===== config.mk =====
export PLATFORM = sky130hd
export DESIGN_NAME = board_editor_flat
export DESIGN_NICKNAME = d
export VERILOG_FILES = /design/src/rtl/board_editor_pkg.sv /design/src/rtl/board_editor_if.sv /design/src/rtl/board_editor_cell_addr_map.sv /design/src/rtl/board_editor.sv /design/src/flat_wrapper.sv
export SDC_FILE = /design/constraint.sdc
export NUM_CORES = 1
export LEC_CHECK = 0
export BUFFER_PORTS_ARGS = -buffer_cell sky130_fd_sc_hd__buf_4
export CELL_PAD_IN_SITES_DETAIL_PLACEMENT = 1
export CELL_PAD_IN_SITES_GLOBAL_PLACEMENT = 2
export CORE_MARGIN = 5
export CORE_UTILIZATION = 27
export DETAILED_ROUTE_END_ITERATION = 6
export PLACE_DENSITY_LB_ADDON = 0.1
export SYNTH_ARGS = -nofsm -noshare
export SYNTH_HDL_FRONTEND = slang
export SYNTH_SLANG_ARGS = --single-unit
export TNS_END_PERCENT = 10

===== constraint.sdc =====
create_clock -name clk_130mhz -period 2.08 [get_ports clk_130mhz]
set_input_delay 0.416 -clock clk_130mhz [delete_from_list [all_inputs] [get_ports clk_130mhz]]
set_output_delay 0.416 -clock clk_130mhz [all_outputs]
set_load 0.01 [all_outputs]

===== src/rtl/board_editor_pkg.sv =====
// Shared board geometry, port-B word/address types and the editor state enum.
// Used by board_editor, its address map and the port-B interface.
package board_editor_pkg;

  localparam int WORD_SIZE      = 32;
  localparam int LOG_WORD_SIZE  = 5;
  localparam int BOARD_SIZE     = 256;
  localparam int LOG_BOARD_SIZE = 8;
  localparam int LOG_MAX_ADDR   = 11;
  localparam int WORDS_PER_ROW  = BOARD_SIZE / WORD_SIZE;

  typedef logic [LOG_BOARD_SIZE-1:0] pos_t;
  typedef logic [LOG_MAX_ADDR-1:0]   word_addr_t;
  typedef logic [WORD_SIZE-1:0]      word_t;
  typedef logic [LOG_WORD_SIZE-1:0]  bit_idx_t;

  typedef enum logic [2:0] {
    IDLE,
    WAIT_BLANK,
    READ,
    READ_WAIT,
    WRITE,
    CLEAR
  } edit_state_t;

  function automatic word_t bit_mask(input bit_idx_t idx);
    return word_t'(1) << idx;
  endfunction

endpackage


===== src/rtl/board_editor_if.sv =====
// Port-B bus of the dual-port board RAM: one shared address for read and write.
interface board_editor_if;
  import board_editor_pkg::*;

  word_addr_t addr_out;
  word_t      data_w_out;
  logic       we_out;
  word_t      data_r_in;

  modport master (
    output addr_out,
    output data_w_out,
    output we_out,
    input  data_r_in
  );

  modport slave (
    input  addr_out,
    input  data_w_out,
    input  we_out,
    output data_r_in
  );

endinterface


===== src/rtl/board_editor_cell_addr_map.sv =====
// Cell coordinate -> board word address and MSB-first bit index.
// Shared by every block that touches board memory so the mapping stays identical.
module board_editor_cell_addr_map
  import board_editor_pkg::*;
(
  input  pos_t       i_x,
  input  pos_t       i_y,
  output word_addr_t o_word_addr,
  output bit_idx_t   o_bit_idx
);

  // All terms are address-width so the sum wraps modulo the RAM depth.
  assign o_word_addr = word_addr_t'(i_y) * word_addr_t'(WORDS_PER_ROW)
                     + word_addr_t'(i_x >> LOG_WORD_SIZE);

  assign o_bit_idx = bit_idx_t'(WORD_SIZE - 1) - i_x[LOG_WORD_SIZE-1:0];

endmodule


===== src/rtl/board_editor.sv =====
// Board editor: read-modify-write toggle of the cursor cell on RAM port B,
// gated to the renderer blank period. Optional whole-board clear with EDITOR_CLEAR_EN.
module board_editor
  import board_editor_pkg::*;
#(
  parameter int READ_LATENCY = 2
) (
  input  logic clk_130mhz,
  input  logic rst_in,
  input  pos_t cursor_x_in,
  input  pos_t cursor_y_in,
  input  logic toggle_in,
  input  logic clear_in,
  input  logic render_done_in,
  board_editor_if.master port_b,
  output logic busy_out
);

  localparam int CNT_W = (READ_LATENCY > 1) ? $clog2(READ_LATENCY) : 1;

  edit_state_t r_state;
  pos_t        r_x;
  pos_t        r_y;
  word_addr_t  r_addr;
  word_t       r_data_w;
  logic        r_we;
  logic        r_busy;
  logic [CNT_W-1:0] r_lat_cnt;

  word_addr_t w_word_addr;
  bit_idx_t   w_bit_idx;
  logic       w_request;

`ifdef EDITOR_CLEAR_EN
  logic r_clear_req;
  assign w_request = toggle_in | clear_in;
`else
  logic w_unused_clear;
  assign w_unused_clear = clear_in;
  assign w_request      = toggle_in;
`endif

  board_editor_cell_addr_map u_addr_map (
    .i_x         (r_x),
    .i_y         (r_y),
    .o_word_addr (w_word_addr),
    .o_bit_idx   (w_bit_idx)
  );

  always_ff @(posedge clk_130mhz) begin
    if (rst_in) begin
      r_state   <= IDLE;
      r_x       <= '0;
      r_y       <= '0;
      r_addr    <= '0;
      r_data_w  <= '0;
      r_we      <= 1'b0;
      r_busy    <= 1'b0;
      r_lat_cnt <= '0;
`ifdef EDITOR_CLEAR_EN
      r_clear_req <= 1'b0;
`endif
    end else begin
      case (r_state)
        IDLE: begin
          r_we <= 1'b0;
          if (w_request) begin
            r_x     <= cursor_x_in;
            r_y     <= cursor_y_in;
            r_busy  <= 1'b1;
            r_state <= WAIT_BLANK;
`ifdef EDITOR_CLEAR_EN
            r_clear_req <= clear_in;
`endif
          end
        end

        WAIT_BLANK: begin
          if (render_done_in) begin
`ifdef EDITOR_CLEAR_EN
            if (r_clear_req) begin
              r_addr   <= '0;
              r_data_w <= '0;
              r_we     <= 1'b1;
              r_state  <= CLEAR;
            end else begin
              r_addr  <= w_word_addr;
              r_state <= READ;
            end
`else
            r_addr  <= w_word_addr;
            r_state <= READ;
`endif
          end
        end

        READ: begin
          r_lat_cnt <= '0;
          r_state   <= READ_WAIT;
        end

        // Past this point the toggle completes even if the blank period ends.
        READ_WAIT: begin
          if (r_lat_cnt == CNT_W'(READ_LATENCY - 1)) begin
            r_data_w <= port_b.data_r_in ^ bit_mask(w_bit_idx);
            r_we     <= 1'b1;
            r_state  <= WRITE;
          end else begin
            r_lat_cnt <= r_lat_cnt + 1'b1;
          end
        end

        WRITE: begin
          r_we    <= 1'b0;
          r_busy  <= 1'b0;
          r_state <= IDLE;
        end

`ifdef EDITOR_CLEAR_EN
        // A word written in the cycle render_done_in fell is rewritten on resume.
        CLEAR: begin
          if (!render_done_in) begin
            r_we <= 1'b0;
          end else if (!r_we) begin
            r_we <= 1'b1;
          end else if (r_addr == '1) begin
            r_we    <= 1'b0;
            r_busy  <= 1'b0;
            r_state <= IDLE;
          end else begin
            r_addr <= r_addr + 1'b1;
          end
        end
`endif

        default: begin
          r_we    <= 1'b0;
          r_busy  <= 1'b0;
          r_state <= IDLE;
        end
      endcase
    end
  end

  assign port_b.addr_out   = r_addr;
  assign port_b.data_w_out = r_data_w;
  assign port_b.we_out     = r_we;
  assign busy_out          = r_busy;

endmodule


===== src/flat_wrapper.sv =====
// flat-port wrapper written by rule: the top's interface ports become plain ports
module board_editor_flat import board_editor_pkg::*;
#(
  parameter int READ_LATENCY = 2
)
  (clk_130mhz, rst_in, cursor_x_in, cursor_y_in, toggle_in, clear_in, render_done_in, busy_out, port_b_addr_out, port_b_data_w_out, port_b_we_out, port_b_data_r_in);
  board_editor_if port_b_i ();
  input  logic clk_130mhz;
  input  logic rst_in;
  input  pos_t cursor_x_in;
  input  pos_t cursor_y_in;
  input  logic toggle_in;
  input  logic clear_in;
  input  logic render_done_in;
  output logic busy_out;
  output wire logic [$bits(port_b_i.addr_out)-1:0] port_b_addr_out;
  output wire logic [$bits(port_b_i.data_w_out)-1:0] port_b_data_w_out;
  output wire logic [$bits(port_b_i.we_out)-1:0] port_b_we_out;
  input wire logic [$bits(port_b_i.data_r_in)-1:0] port_b_data_r_in;
  assign port_b_addr_out = port_b_i.addr_out;
  assign port_b_data_w_out = port_b_i.data_w_out;
  assign port_b_we_out = port_b_i.we_out;
  assign port_b_i.data_r_in = port_b_data_r_in;
  board_editor #(.READ_LATENCY(READ_LATENCY)) u_core (.clk_130mhz(clk_130mhz), .rst_in(rst_in), .cursor_x_in(cursor_x_in), .cursor_y_in(cursor_y_in), .toggle_in(toggle_in), .clear_in(clear_in), .render_done_in(render_done_in), .port_b(port_b_i), .busy_out(busy_out));
endmodule

; Word-level counts from Yosys, hierarchy flattened
; Index checks and enable logic that the tools add are counted.
[word_totals]
register_bits = 65
word_cells = 41
[op_classes]
reduce_logical = 10
n_eq_ne = 6
mux = 10
n_addsub = 3
shift = 1
n_bitwise = 3
[ops]
columns = operator, count
row1 = << shifter 1 x 5 -> 32 bit (first input constant), 1
row2 = bitwise XOR 32 bit, 1
row3 = case mux 3 bit (4 select lines), 1
row4 = adder 11 x 3 -> 11 bit, 1
row5 = AND reduction 2 bit, 5
row6 = two-way mux 3 bit, 3
row7 = == test 3 x 2 -> 1 bit (second input constant), 2
row8 = case mux 1 bit (2 select lines), 3
row9 = subtractor 5 bit (first input constant), 1
row10 = inequality test 2 bit (second input constant), 2
row11 = == test 3 x 1 -> 1 bit (second input constant), 1
row12 = logical NOT 3 bit, 1
row13 = two-way mux 1 bit, 3
row14 = AND reduction 3 bit, 1
row15 = OR reduction 3 bit, 1
row16 = inequality test 2 x 1 -> 1 bit (second input constant), 1
row17 = NOT 1 bit, 2
row18 = nonzero test 2 bit, 1
row19 = OR reduction 2 bit, 1
row20 = adder 1 bit (second input constant), 1

; Depth between registers and ports, before layout
; Gate-level depths: netlist of the first run.
[depth]
depth_word = 4
ltp_mapped = 6
ltp_nobuf = 3

; Hierarchy
; From an unflattened synthesis of the first run, not the netlist that was laid out.
[hier_totals]
hier_cells = 354
hier_area_um2 = 2862.7
[modules_own_cells]
columns = module, n_inst, area_per_inst_um2, cells_per_inst, seq_area_each_um2
row1 = board_editor, 1, 2761.4, 338, 1301.2
row2 = board_editor_cell_addr_map, 1, 101.3, 16, 0.0

; Worst setup path before layout of the first run
; Ideal clock, no wire load.
[synth_path]
kind = register to register
startpoint = reg u_core.r_state[2]
endpoint = reg u_core.r_x[6]
setup_slack_ns = 0.477
setup_time_ns = 0.132
stages_incl_launch_ff = 7
arrival_ns = 1.471
n_path_buf = 3
path_cell_list = dfxtp_1 buf_2 or4b_2 clkbuf_1 buf_2 nand2_1 a21oi_1
[synth_via]
elab_chain_cells = 2
[synth_lines]
columns = item, line_no
row1 = "start, declared", board_editor.sv:21  ; edit_state_t r_state;
row2 = "start signal, assigned", board_editor.sv:52  ; r_state <= IDLE;
row3 = "start signal, assigned", board_editor.sv:71  ; r_state <= WAIT_BLANK;
row4 = "start signal, assigned", board_editor.sv:92  ; r_state <= READ;
row5 = logical NOT 3 bit, board_editor.sv:64  ; case (r_state)
row6 = AND reduction 2 bit (no line), --
row7 = "end signal, assigned", board_editor.sv:68  ; r_x <= cursor_x_in;
row8 = "end, declared", board_editor.sv:22  ; pos_t r_x;
; No other way between the ends.
; A chain may end at the register's enable or synchronous reset.

; Worst setup path after layout of the first run
[layout_path]
startpoint = reg u_core.r_x[3]
endpoint = reg u_core.r_data_w[21], in the netlist u_core.port_b.data_w_out[21]
[layout_via]
elab_chain_cells = 3
[layout_lines]
columns = item, line_no
row1 = subtractor 5 bit, board_editor_cell_addr_map.sv:16  ; assign o_bit_idx = bit_idx_t'(WORD_SIZE - 1) - i_x[LOG_WORD_SIZE-1:0];
row2 = << shifter 1 x 5 -> 32 bit, board_editor_pkg.sv:27  ; return word_t'(1) << idx;
row3 = bitwise XOR 32 bit, board_editor.sv:105  ; r_data_w <= port_b.data_r_in ^ bit_mask(w_bit_idx);
row4 = "end signal, assigned", board_editor.sv:105
row5 = "end, declared", board_editor.sv:25  ; word_t r_data_w;
; No other way between the ends.

==> flow_summary.toml, run 1 <==
[routing]
ant_nets = 0
wl_per_cell_um = 15.2
first_iter_violations = 69
met1_length_mm = 3.97
routed_via_density = 4.85
first_pass_iters = 4
vias = 2723
wl_met2_mm = 4.01
drt_wl_total_mm = 8.53
drc = 0
wl_met3_um = 442
top_layer = "met4"

[cts]
clockBufferDepth = 2
htree_levels = 3
cts_resized = 0
cts_buffers = 9
cts_hold_buf = 0
clock-sinks = 65
post_cts_buffers = 0
cts_tree = "done"
clockRootBuffer = "clkbuf_8"
clock_latency_ns = 0.35
cts.reportedPaths.clkPinSlew_ns = 0.08

[die]
num_io_pins = 98
design.core.area_sq_um = 9860
die_y_um = 111
dieArea_sq_um = 12300
initial_core_util = 0.279
rows = 36
die_w_um = 111

[place]
place_inst = 545
portBuffers = 96
place_area_sq_um = 3630
place_congestion = 0.734
pre_cts_ws_ns = 0.370
hpwlAfterDp_mm = 5.92

[sta]
worstMarginPinSlew_ns = 0.676
finalMaxSlewViolations = 0
tns_ns = 0
setup_slack_ns = 0.412
fmax_ghz = 0.599
finalCritPeriodShare = 0.802
fin_skew_ns = 0.00943
slew-limit-headroom = 0.549
hold_violations = 0
setup_violations = 0
final.min_clock_period_ns = 1.67
grt_setup_unrepaired = "false"

[critical_path]
criticalPathCategory = "reg -> reg"
worstSetupStartpointType = "flop"
cp.arrival_ns = 1.93
crit_required_ns = 2.34
rr_startpoint = "u_core.r_x[3]"
cp_slowest_cell = "or3b_1"
crit_end = "u_core.port_b.data_w_out[21]"
r2r_cells = 3
ff2ff_setup_slack_ns = 0.41
cpPeakStageDelay_ns = 0.49
startpoint = "u_core.r_x[3]"
path_cells = "or3b_1 > or3_1 > a311oi_1"
cp_max_fo = 9
r2r_end = "u_core.port_b.data_w_out[21]"
worstSetupEndpointType = "flop"

[finish]
finalInstanceArea_sq_um = 3850
layout_common_cells = "buf_4 (102), dfxtp_1 (65), nand2_1 (56), nor2_1 (34), or3_1 (33)"
nNetsFinal = 476
stdcell_count = 561
syn2layout_area_growth_pct = 39.7
final_common_cell = "buf_4"
regArea_sq_um = 1300
multi_input_area_sq_um = 1360
drive_gt1_frac = 0.290
antenna_cells = 0
nFillCells = 1176

[global_routing]
track_usage = 0.141
grt_pass1_vias = 2686
grt_pass1_wl_mm = 13.7
overflow = 0
antenna_found_initial = 0
grt_start_max_net_pins = 65

[outcome]
status = "complete, no violations"

[synth]
syn_inst = 335
syn_avg_cell_area_sq_um = 8.22
syn_nets = 388
synth_area_sq_um = 2750
ys_seq_area_frac = 0.473
yosys_register_bits = 65
yosysWarnings = 0
yosysUniqueCellTypes = 26

[job]
cap_viol_max_count = 0

[power]
peakVddDrop_mv = 0.263
powerDensity_nw_per_um2 = 715
power.share.sequential = 0.473
swShare = 0.250
p_int_w = 0.00206
p_comb_frac = 0.109
netSwitchingPower_w = 0.000687
power.share.clock = 0.418
power_leakage_nw = 1.42

[hold_path]
hold_path.class = "in -> reg"
Yosys cell counts:
cell,count,area share
a2111oi_0,1,0.0032
a21o_1,2,0.0055
a21oi_1,28,0.051
a22oi_1,2,0.0055
a311oi_1,32,0.10
and4b_1,1,0.0036
buf_1,4,0.0055
buf_2,7,0.013
clkbuf_1,16,0.022
dfxtp_1,65,0.47
mux2i_1,1,0.0036
nand2_1,56,0.076
nand2b_1,3,0.0068
nand3_1,1,0.0018
nand3b_1,3,0.0082
nand4bb_1,1,0.0041
nor2_1,34,0.046
nor2b_1,2,0.0045
nor3_1,4,0.0073
nor4b_2,1,0.0055
nor4bb_1,1,0.0036
o21ai_0,32,0.058
or2_1,1,0.0023
or3_1,33,0.075
or3b_1,3,0.0095
or4b_2,1,0.0036
power groups by stage:
stage               Sequential, W  Clock, W  Combinational, W
floorplan                 0.00133         0          0.000147
global placement          0.00133         0          0.000302
global route              0.00131   0.00125          0.000337
CTS                       0.00130   0.00120          0.000309
detailed placement        0.00133         0          0.000308
finish                    0.00130   0.00115          0.000300
cell families (layout without fill, tap and decap cells):
| family | count (synthesis) | count (layout) | share of synthesized area |
|---|---|---|---|
| DFF | 65 | 65 | 0.473 |
| and+or+nand+nor | 145 | 145 | 0.259 |
| muxes | 1 | 1 | 0.00364 |
| AOI/OAI and AO/OA | 97 | 97 | 0.225 |
| buffers and inverters | 27 | 120 | 0.0400 |
per-layer routing:
metal,GRT usage,vias up
met1,0.169,1272
li1,-,1382
met2,0.233,59
met4,0.0468,0
met5,0,-
met3,0.0540,10
registers in the layout, indices dropped and copies added, names as in the netlist:
| register | cells |
|---|---|
| u_core.busy_out | 1 |
| u_core.port_b.we_out | 1 |
| u_core.port_b.addr_out | 11 |
| u_core.r_lat_cnt | 1 |
| u_core.r_x | 8 |
| u_core.r_state | 3 |
| u_core.r_y | 8 |
| u_core.port_b.data_w_out | 32 |
how the worst min path moves through the flow:
| stage | from | to | slack [ns] | cells after the start |
|---|---|---|---|---|
| 2_1_floorplan | u_core.r_x[5] | u_core.port_b.addr_out[0] | 0.43 | 2 |
| 3_3_place_gp | u_core.r_y[5] | u_core.port_b.addr_out[8] | 0.44 | 2 |
| 3_5_place_dp | u_core.r_y[7] | u_core.r_y[7] | 0.45 | 2 |
| 4_1_cts | cursor_y_in[2] | u_core.r_y[2] | 0.29 | 3 |
| 5_1_grt | cursor_x_in[7] | u_core.r_x[7] | 0.28 | 3 |
| 6_report | cursor_y_in[2] | u_core.r_y[2] | 0.30 | 3 |
per-stage QoR:
step                      total power, W   util  hold slack (ns)
after floorplan                  0.00147      -            0.432
after global placement           0.00163  0.368            0.439
after detailed placement         0.00164  0.368            0.448
after CTS                        0.00281  0.390            0.291
after global routing             0.00289  0.390            0.281
final                            0.00275  0.390            0.304
cell type report:
cell class | count | share of cell area
clock buffers | 12 | 0.0429
clock inverters | 4 | 0.0130
multi-input cells | 243 | 0.353
flip-flops and latches | 65 | 0.338
well taps | 133 | 0.0433
repair buffers | 104 | 0.209
worst max-delay path: cells and delay by family (launching register included):
| kind | cells | cell delay, ns |
|---|---|---|
| DFF | 1 | 0.48 |
| AOI/OAI and AO/OA | 1 | 0.27 |
| and+or+nand+nor | 2 | 0.83 |
Power figures use the tool's default switching activity.
==> run 2, diff against run 1 <==
--- a/config.mk
+++ b/config.mk
@@ -9,7 +9,7 @@
 export CELL_PAD_IN_SITES_DETAIL_PLACEMENT = 1
 export CELL_PAD_IN_SITES_GLOBAL_PLACEMENT = 2
 export CORE_MARGIN = 5
-export CORE_UTILIZATION = 27
+export CORE_UTILIZATION = 25
 export DETAILED_ROUTE_END_ITERATION = 6
 export PLACE_DENSITY_LB_ADDON = 0.1
 export SYNTH_ARGS = -nofsm -noshare
==> constraint.sdc (replaced) <==
create_clock -name clk_130mhz -period 1.4 [get_ports clk_130mhz]
set_input_delay 0.28 -clock clk_130mhz [delete_from_list [all_inputs] [get_ports clk_130mhz]]
set_output_delay 0.28 -clock clk_130mhz [all_outputs]
set_load 0.01 [all_outputs]
==> run 2 against run 1 <==
- largest power group unchanged
- the run now ends with setup timing left
- final area grew 6.7%
- largest cell class unchanged
- combinational power is 80% higher
- routed wire length up 5.2%
- fmax is 12% higher
- power up 39%
- die area grew 7.3%
- clock skew fell by 0.0028 ns
==> flow_summary.toml, run 2 (synthesis gave the netlist of run 1 again) <==
[outcome]
status = "complete, but fails checks"
violations = "setup timing"

[sta]
grt_setup_unrepaired = "true"
hold_violations = 0
fin_skew_ns = 0.00666
setup_violations = 17
finalCritPeriodShare = 1.06
setup_slack_ns = -0.0868
tns_ns = -0.498
final.min_clock_period_ns = 1.49
finalMaxSlewViolations = 0
slew-limit-headroom = 0.792
fmax_ghz = 0.673
worstMarginPinSlew_ns = 0.303

[routing]
vias = 2820
first_pass_iters = 4
first_iter_violations = 69
ant_nets = 0
routed_via_density = 4.83
drt_wl_total_mm = 8.97
wl_per_cell_um = 15.4
drc = 0

[hold_path]
hold_path.class = "in -> reg"
hold_depth = 3
hp-start = "cursor_y_in[3]"
holdPathEnd = "u_core.r_y[3]"

[finish]
layout_common_cells = "buf_4 (114), dfxtp_1 (58), nand2_1 (56), nor2_1 (34), o21ai_0 (32)"
syn2layout_area_growth_pct = 49.1
drive_gt1_frac = 0.363
finalInstanceArea_sq_um = 4100
stdcell_count = 584
utilization = 0.380
antenna_cells = 0
final_common_cell = "buf_4"
nNetsFinal = 495
largest_register_ffs = 32

[cts]
htree_levels = 3
cts.reportedPaths.clkPinSlew_ns = 0.07
clock_latency_ns = 0.34
cts_tree = "done"
clockRootBuffer = "clkbuf_8"
clock-sinks = 65
cts_buffers = 9
clockBufferDepth = 2

[power]
powerDensity_nw_per_um2 = 933
peakVddDrop_mv = 0.347
finalPower_w = 0.00383
power.share.sequential = 0.506
power.share.clock = 0.353
power_leakage_nw = 1.54
swShare = 0.260
p_comb_frac = 0.141
netSwitchingPower_w = 0.000995
p_int_w = 0.00283

[place]
place_congestion = 0.747
portBuffers = 96
hpwlAfterDp_mm = 6.42
place_area_sq_um = 3840
place_inst = 569

[die]
die_w_um = 115
initial_core_util = 0.255
die_y_um = 115
design.core.area_sq_um = 10800
dieArea_sq_um = 13200
num_io_pins = 98
rows = 38

[global_routing]
grt_pass1_wl_mm = 14.3
track_usage = 0.139
antenna_found_initial = 0
grt_start_max_net_pins = 27
grt_pass1_vias = 2835
overflow = 0

[critical_path]
ff2ff_setup_slack_ns = -0.09
crit_required_ns = 1.65
worstSetupStartpointType = "flop"
criticalPathCategory = "reg -> reg"
worstSetupEndpointType = "flop"
cp_max_fo = 8
r2r_end = "u_core.port_b.data_w_out[20]"
r2r_cells = 3
rr_startpoint = "u_core.r_x[3]"
cp.arrival_ns = 1.74

[job]
cap_viol_max_count = 0
==> run 2: how the worst max path moves through the flow <==
| stage | depth (start not counted) | slack, ns | start | end |
|---|---|---|---|---|
| 3_3_place_gp | 3 | -0.14 | u_core.r_x[3] | u_core.port_b.data_w_out[23] |
| 4_1_cts | 3 | -0.1 | u_core.r_x[3] | u_core.port_b.data_w_out[23] |
| 2_1_floorplan | 4 | -0.07 | u_core.r_x[3] | u_core.port_b.data_w_out[20] |
| 6_report | 3 | -0.09 | u_core.r_x[3] | u_core.port_b.data_w_out[20] |
| 5_1_grt | 3 | -0.14 | u_core.r_x[3] | u_core.port_b.data_w_out[20] |
| 3_5_place_dp | 3 | -0.19 | u_core.r_x[3] | u_core.port_b.data_w_out[20] |
==> run 2: timing repair <==
item,4_1_cts,5_1_grt
setup buffers,1,1
endpoints found under the hold margin,0,0
gates resized for setup,10,16
hold buffers,0,0
setup endpoints to repair,30,46
pin swaps,16,12
==> run 2: final cells by class <==
cell class	count	area, sq um
clock buffers	12	145
fillers	1289	6690
flip-flops and latches	65	1320
clock inverters	1	5.00
multi-input cells	243	1440
well taps	140	175
repair buffers	123	1020
==> run 2: routing by layer <==
layer	track usage	vias up	routed length (um)	share of wire
met4	0.0516	0	121	0.013
met3	0.0405	12	490	0.055
li1	-	1419	-	-
met5	0	-	0	0
met1	0.184	1331	4320	0.48
met2	0.213	58	4040	0.45
==> run 2: per-stage QoR <==
| step | hold WS (ns) | worst slack (ns) |
|---|---|---|
| CTS | 0.159 | -0.0960 |
| global route | 0.167 | -0.140 |
| finish | 0.183 | -0.0868 |
| global placement | 0.438 | -0.140 |
| detailed placement | 0.448 | -0.187 |
| floorplan | 0.408 | -0.0735 |
==> run 2: power by group through the flow <==
stage | sequential [W] | clock [W] | combinational, W
finish | 0.00194 | 0.00135 | 0.000540
global route | 0.00194 | 0.00149 | 0.000603
CTS | 0.00193 | 0.00142 | 0.000535
detailed placement | 0.00198 | 0 | 0.000522
global placement | 0.00197 | 0 | 0.000513
floorplan | 0.00197 | 0 | 0.000233
==> run 2: critical path, cell delays in order (launching register included) <==
cell and delay (ns):
dfxtp_4 0.39, or3b_4 0.43, or3_1 0.36, a311oi_1 0.22
